$ cat config.mk
export PLATFORM = sky130hd
export DESIGN_NAME = slot_game_ctrl
export DESIGN_NICKNAME = d
export VERILOG_FILES = /design/src/rtl/slot_pkg.sv /design/src/rtl/slot_line_eval.sv /design/src/rtl/slot_game_ctrl.sv
export SDC_FILE = /design/constraint.sdc
export NUM_CORES = 1
export LEC_CHECK = 0
export CAP_MARGIN = 5
export CORE_ASPECT_RATIO = 0.9
export CORE_MARGIN = 4
export CORE_UTILIZATION = 58
export DETAILED_ROUTE_END_ITERATION = 16
export HOLD_SLACK_MARGIN = 0.08
export PLACE_DENSITY = 0.86
export SLEW_MARGIN = 20
export SYNTH_ARGS = -nofsm -noshare
export SYNTH_HDL_FRONTEND = slang
export SYNTH_SLANG_ARGS = --single-unit
export TNS_END_PERCENT = 50
$ cat constraint.sdc
create_clock -name clk -period 9.6 [get_ports clk]
set_input_delay 1.92 -clock clk [delete_from_list [all_inputs] [get_ports clk]]
set_output_delay 1.92 -clock clk [all_outputs]
set_load 0.05 [all_outputs]
$ cat src/rtl/slot_pkg.sv
// Shared types and constants for the 3x3 slot machine sequencer.
package slot_pkg;

    typedef enum logic [2:0] {
        IDLE   = 3'd0,
        SPIN   = 3'd1,
        EVAL   = 3'd2,
        COMMIT = 3'd3,
        PAY    = 3'd4
    } state_t;

    localparam int SYM_W      = 3;
    localparam int NCELL      = 9;
    localparam int NLINE      = 8;
    localparam int CREDIT_MAX = 255;

    // Payline table. Each 12-bit entry holds three 4-bit cell indices,
    // the first cell of the line in the low nibble. Cell i = row*3+col.
    //   0-2 rows, 3-5 columns, 6 diagonal, 7 anti-diagonal.
    localparam logic [NLINE-1:0][11:0] PAYLINES = {
        12'h642,    // line 7: 2,4,6
        12'h840,    // line 6: 0,4,8
        12'h852,    // line 5: 2,5,8
        12'h741,    // line 4: 1,4,7
        12'h630,    // line 3: 0,3,6
        12'h876,    // line 2: 6,7,8
        12'h543,    // line 1: 3,4,5
        12'h210     // line 0: 0,1,2
    };

    // Cell index of position k (0..2) along payline 'line'.
    function automatic logic [3:0] line_cell(input logic [2:0] line, input logic [1:0] k);
        logic [11:0] entry;
        entry = PAYLINES[line];
        return entry[{k, 2'b00} +: 4];
    endfunction

endpackage

$ cat src/rtl/slot_line_eval.sv
// Combinational pay for one payline: three matching low symbols pay (s+1)*PAY_MULT.
module slot_line_eval
    import slot_pkg::*;
#(
    parameter int PAY_MULT = 1
) (
    input  logic [SYM_W-1:0] sym_a,
    input  logic [SYM_W-1:0] sym_b,
    input  logic [SYM_W-1:0] sym_c,
    output logic [7:0]       pay
);

    logic [31:0] prod;

    // Matching triple of symbol 0..4 pays; the product saturates at 8 bits.
    always_comb begin
        pay  = 8'd0;
        prod = (32'(sym_a) + 32'd1) * 32'(PAY_MULT);
        if ((sym_a == sym_b) && (sym_b == sym_c) && (sym_a <= 3'd4)) begin
            pay = (prod > 32'd255) ? 8'hFF : prod[7:0];
        end
    end

endmodule

$ cat src/rtl/slot_game_ctrl.sv
// Slot machine sequencer: credit, spin gating, serial payline scoring, hopper payout.
module slot_game_ctrl
    import slot_pkg::*;
#(
    parameter int BET      = 1,
    parameter int PAY_MULT = 1
) (
    input  logic        clk,
    input  logic        clrb,
    input  logic        coin_in,
    input  logic        start,
    input  logic        cashout,
    input  logic [8:0]  stop,
    input  logic [26:0] reel_sym,
    input  logic        hopper_ack,
    output logic [8:0]  spin_en,
    output logic        hopper_req,
    output logic [7:0]  credit,
    output logic [7:0]  win,
    output logic        busy
);

    state_t              state_reg;
    logic [2:0]          line_idx_reg;
    logic [26:0]         snapshot_reg;

    logic [SYM_W-1:0]    snap_cell [NCELL];
    logic [SYM_W-1:0]    sym_a, sym_b, sym_c;
    logic [7:0]          line_pay;
    logic [7:0]          win_next;
    logic [7:0]          credit_next;
    logic [8:0]          spin_en_next;
    logic                start_ok, pay_ok, ack_ok;

    // Unpack the snapshot into per-cell symbols for the line mux.
    genvar gi;
    generate
        for (gi = 0; gi < NCELL; gi++) begin : g_cell
            assign snap_cell[gi] = snapshot_reg[SYM_W*gi +: SYM_W];
        end
    endgenerate

    // Select the three cells of the line currently being scored.
    always_comb begin
        sym_a = snap_cell[line_cell(line_idx_reg, 2'd0)];
        sym_b = snap_cell[line_cell(line_idx_reg, 2'd1)];
        sym_c = snap_cell[line_cell(line_idx_reg, 2'd2)];
    end

    slot_line_eval #(
        .PAY_MULT (PAY_MULT)
    ) u_line_eval (
        .sym_a (sym_a),
        .sym_b (sym_b),
        .sym_c (sym_c),
        .pay   (line_pay)
    );

    // Next credit as a single net update: coin, committed win, minus bet or dispensed coin.
    always_comb begin
        int unsigned sum;
        int unsigned debit;
        start_ok    = (state_reg == IDLE) && start && (int'(credit) >= BET);
        pay_ok      = (state_reg == IDLE) && cashout && !start_ok && (credit != 8'd0);
        ack_ok      = (state_reg == PAY) && hopper_ack;
        sum         = int'(credit) + (coin_in ? 1 : 0)
                    + ((state_reg == COMMIT) ? int'(win) : 0);
        debit       = start_ok ? BET : (ack_ok ? 1 : 0);
        sum         = sum - debit;
        credit_next = (sum > CREDIT_MAX) ? 8'hFF : sum[7:0];
    end

    // Saturating win accumulation and stop masking.
    always_comb begin
        logic [8:0] wsum;
        wsum         = {1'b0, win} + {1'b0, line_pay};
        win_next     = wsum[8] ? 8'hFF : wsum[7:0];
        spin_en_next = spin_en & ~stop;
    end

    // Main sequencer with registered outputs.
    always_ff @(posedge clk or negedge clrb) begin
        if (!clrb) begin
            state_reg    <= IDLE;
            line_idx_reg <= 3'd0;
            snapshot_reg <= '0;
            spin_en      <= '0;
            hopper_req   <= 1'b0;
            credit       <= 8'd0;
            win          <= 8'd0;
            busy         <= 1'b0;
        end else begin
            credit <= credit_next;
            case (state_reg)
                IDLE: begin
                    if (start_ok) begin
                        state_reg <= SPIN;
                        spin_en   <= 9'h1FF;
                        win       <= 8'd0;
                        busy      <= 1'b1;
                    end else if (pay_ok) begin
                        state_reg  <= PAY;
                        hopper_req <= 1'b1;
                        busy       <= 1'b1;
                    end
                end
                SPIN: begin
                    spin_en <= spin_en_next;
                    if (spin_en_next == 9'd0) begin
                        snapshot_reg <= reel_sym;
                        line_idx_reg <= 3'd0;
                        state_reg    <= EVAL;
                    end
                end
                EVAL: begin
                    win          <= win_next;
                    line_idx_reg <= line_idx_reg + 3'd1;
                    if (line_idx_reg == 3'd7) begin
                        state_reg <= COMMIT;
                    end
                end
                COMMIT: begin
                    state_reg <= IDLE;
                    busy      <= 1'b0;
                end
                PAY: begin
                    if (credit_next == 8'd0) begin
                        state_reg  <= IDLE;
                        hopper_req <= 1'b0;
                        busy       <= 1'b0;
                    end
                end
                default: begin
                    state_reg  <= IDLE;
                    spin_en    <= '0;
                    hopper_req <= 1'b0;
                    busy       <= 1'b0;
                end
            endcase
        end
    end

endmodule

==> impl_metrics.tcl <==
set metrics [dict create \
    status "complete, no violations" \
    dr.first_iter.drc_count 187 \
    die_h_um 87.3 \
    cts_hold_buf 0 \
    grt_pass1_wl_um 15800 \
    vias 3401 \
    synth_top_area_share_pct 37.0 \
    ys_ff_latch 60 \
    crit_fanout 16 \
    synth_area_leader_cell "dfrtp_1" \
    overflow 0 \
    post_cts_buffers 0 \
    grt_pass1_vias 3413 \
    drive_gt1_share_pct 11.7 \
    grt_max_degree 61 \
    dieArea_um2 8400 \
    syn_avg_cell_area_um2 9.54 \
    synth-seq-area-share_pct 37.0 \
    area_growth_pct 23.2 \
    p_leak_uw 0.00230 \
    drv_cap 0 \
    slew_viol_final 0 \
    power.density_nw_per_um2 374 \
    port_buffers 68 \
    num_rows 28 \
    cts_buffer_depth 2 \
    ff2ff_setup_slack_ns 4.32 \
    hold_start "snapshot_reg[24]" \
    cp-end-kind "flop" \
    ys_top_cells_by_area "dfrtp_1 (37%), mux2_2 (8.6%), ha_1 (8.0%)" \
    synth_compound_area_share_pct 12.0 \
    cp-startpoint "start" \
    fin_crit_ns 5.50 \
    finalClockSkew_ns 0.00637 \
    cts.clk_slew.worst_paths_ns 0.06 \
    gp_congestion 0.909 \
    slew-limit-headroom_pct 33.0 \
    syn_inst 425 \
    cts.sinks 60 \
    cts_resized 0 \
    cts.htree.levels 3 \
    post-route-period-util_pct 57.3 \
    multiInputGateArea_um2 2340 \
    synth_ff_type "dfrtp_1" \
    hpwl_um 6830 \
    cp-start-kind "primary input" \
    wl_per_cell_um 15.6 \
    synth_warnings 0 \
    synth_adder_area_share_pct 9.50 \
    crit_required_ns 9.78 \
    clkLatencyLatePin_ns 0.33 \
    die_w_um 96.1 \
    ir_drop_v 0.000225 \
    r2r_end "win[3]" \
    grt_use_total_pct 24.0 \
    worstHoldPathType "flop to flop" \
    setup_violations 0 \
    rsz0062_at_grt "false" \
    r2r_start "line_idx_reg[0]" \
    path_class "primary input to flop" \
    async_flop_share_pct 100 \
    synth_top_family_by_area "multiplexers" \
    tritoncts "done" \
    synthXorXnorAreaFrac_pct 1.73 \
    routed_wl_um 9160 \
    nFillCells 465 \
    drc_errors 0 \
    layout.nets 564 \
    synth_area_um2 4060 \
    finalPower_uw 1870 \
    largest_reg_flops 27 \
    ios 69 \
    synth_mux_area_share_pct 18.3 \
    drt.antenna.violating_nets 0 \
    cts_root_buf "clkbuf_8" \
    numCtsBuffers 9 \
    synth_nets 496 \
    synth.distinct_cells 50 \
    synth-edff-count 0 \
    regArea_um2 1500 \
    r2r_cells 18 \
    core_um2 6690 \
    via_per_inst 5.79 \
    setup_tns_ns 0 \
    hold_violations 0 \
    yosys.area_share.simple_pct 16.0 \
    tightest_slew_ns 0.985 \
    arrival_ns 5.69 \
    antenna_found_initial 0 \
    max_freq_ghz 0.182 \
    start_util_pct 60.6 \
    num_antenna_cells 0 \
    drt_pass1_iterations 4 \
    endpoint "busy" \
]
report_power, final:
part           switching, uW  internal, uW  total (uW)
combinational            669           509        1180
sequential               105           367         472
clock                   91.6           125         217
total                    866          1000        1870
through the flow:
step / hold WS, ns / instance area [um2] / cells / worst slack [ns] / util, %
after floorplan: 0.481 / 4060 / 425 / 4.85 / -
after global placement: 0.495 / 4810 / 572 / 4.08 / 71.9
after detailed placement: 0.502 / 4810 / 572 / 3.86 / 71.9
after CTS: 0.520 / 4990 / 587 / 4.18 / 74.6
after global routing: 0.547 / 4990 / 587 / 3.85 / 74.6
final: 0.520 / 4990 / 587 / 4.10 / 74.6
layer usage:
| layer | vias up | track usage, % | part of all wire (%) |
|---|---|---|---|
| li1 | 1639 | - | - |
| met1 | 1639 | 33.9 | 47 |
| met2 | 110 | 37.0 | 46 |
| met3 | 13 | 4.49 | 5.7 |
| met4 | 0 | 8.66 | 1.3 |
| met5 | - | 0 | 0 |
cell type report:
cell class / count / share of cell area (%)
sequential: 60 / 30.1
timing repair buffer: 71 / 14.0
tap: 90 / 2.25
multi-input combinational: 309 / 46.9
clock buffer: 13 / 2.98
clock inverter: 2 / 0.701
inverter: 42 / 3.16
kinds of logic (layout without fill, tap and decap cells):
family	after synthesis	after routing
and+or+nand+nor	136	136
xor gates and xnor gates	8	8
muxes	58	58
DFF	60	60
AOI/OAI and AO/OA	78	78
buffers and inverters	56	128
adders and majority gates	29	29
worst max-delay path, cell delays in order:
cell and delay (ns):
clkdlybuf4s50_1 0.48, nand2_1 0.44, nand2_1 0.12, ha_1 0.32, fa_1 0.41, inv_1 0.09
fa_1 0.21, a21oi_1 0.10, o21ai_0 0.30, nor3b_1 0.26, a211o_1 0.29, nand2b_1 0.11
nor3_1 0.46, o211ai_1 0.17
Yosys cell counts, types with 3 or more instances:
master / number
inv_1: 41
nand2_1: 49
nor3_1: 8
mux2_2: 31
ha_1: 26
nor2_1: 30
nor2b_1: 9
a31oi_1: 3
xnor2_1: 7
dfrtp_1: 60
nand2b_1: 8
clkbuf_1: 12
o21ai_0: 21
fa_1: 3
a21oi_1: 22
a21o_1: 5
mux4_2: 7
nand3_1: 13
o211ai_1: 7
nor4_1: 4
o221ai_1: 6
mux2i_1: 17
cells in the final DEF (no fill, tap or decap), drive strengths merged, types with 5 or more instances in the layout:
master and n:
nand2b 8, nand2 49, inv 42, mux2 31, clkbuf 13, ha 26
o211ai 7, o21ai 23, a21oi 22, clkdlybuf4s50 67, xnor2 7, a21o 5
nor3 8, nor2b 9, mux4 9, mux2i 18, nor2 30, dfrtp 60
o221ai 6, nand3 13
how the worst min path moves through the flow:
stage / to / slack (ns) / cells after the start
after floorplan: snapshot_reg[24] / 0.48 / 1
after global placement: snapshot_reg[24] / 0.50 / 1
after detailed placement: snapshot_reg[24] / 0.50 / 1
after CTS: snapshot_reg[24] / 0.52 / 1
after global routing: snapshot_reg[25] / 0.55 / 1
final: snapshot_reg[24] / 0.52 / 1
(Power assumes the default switching activity.)
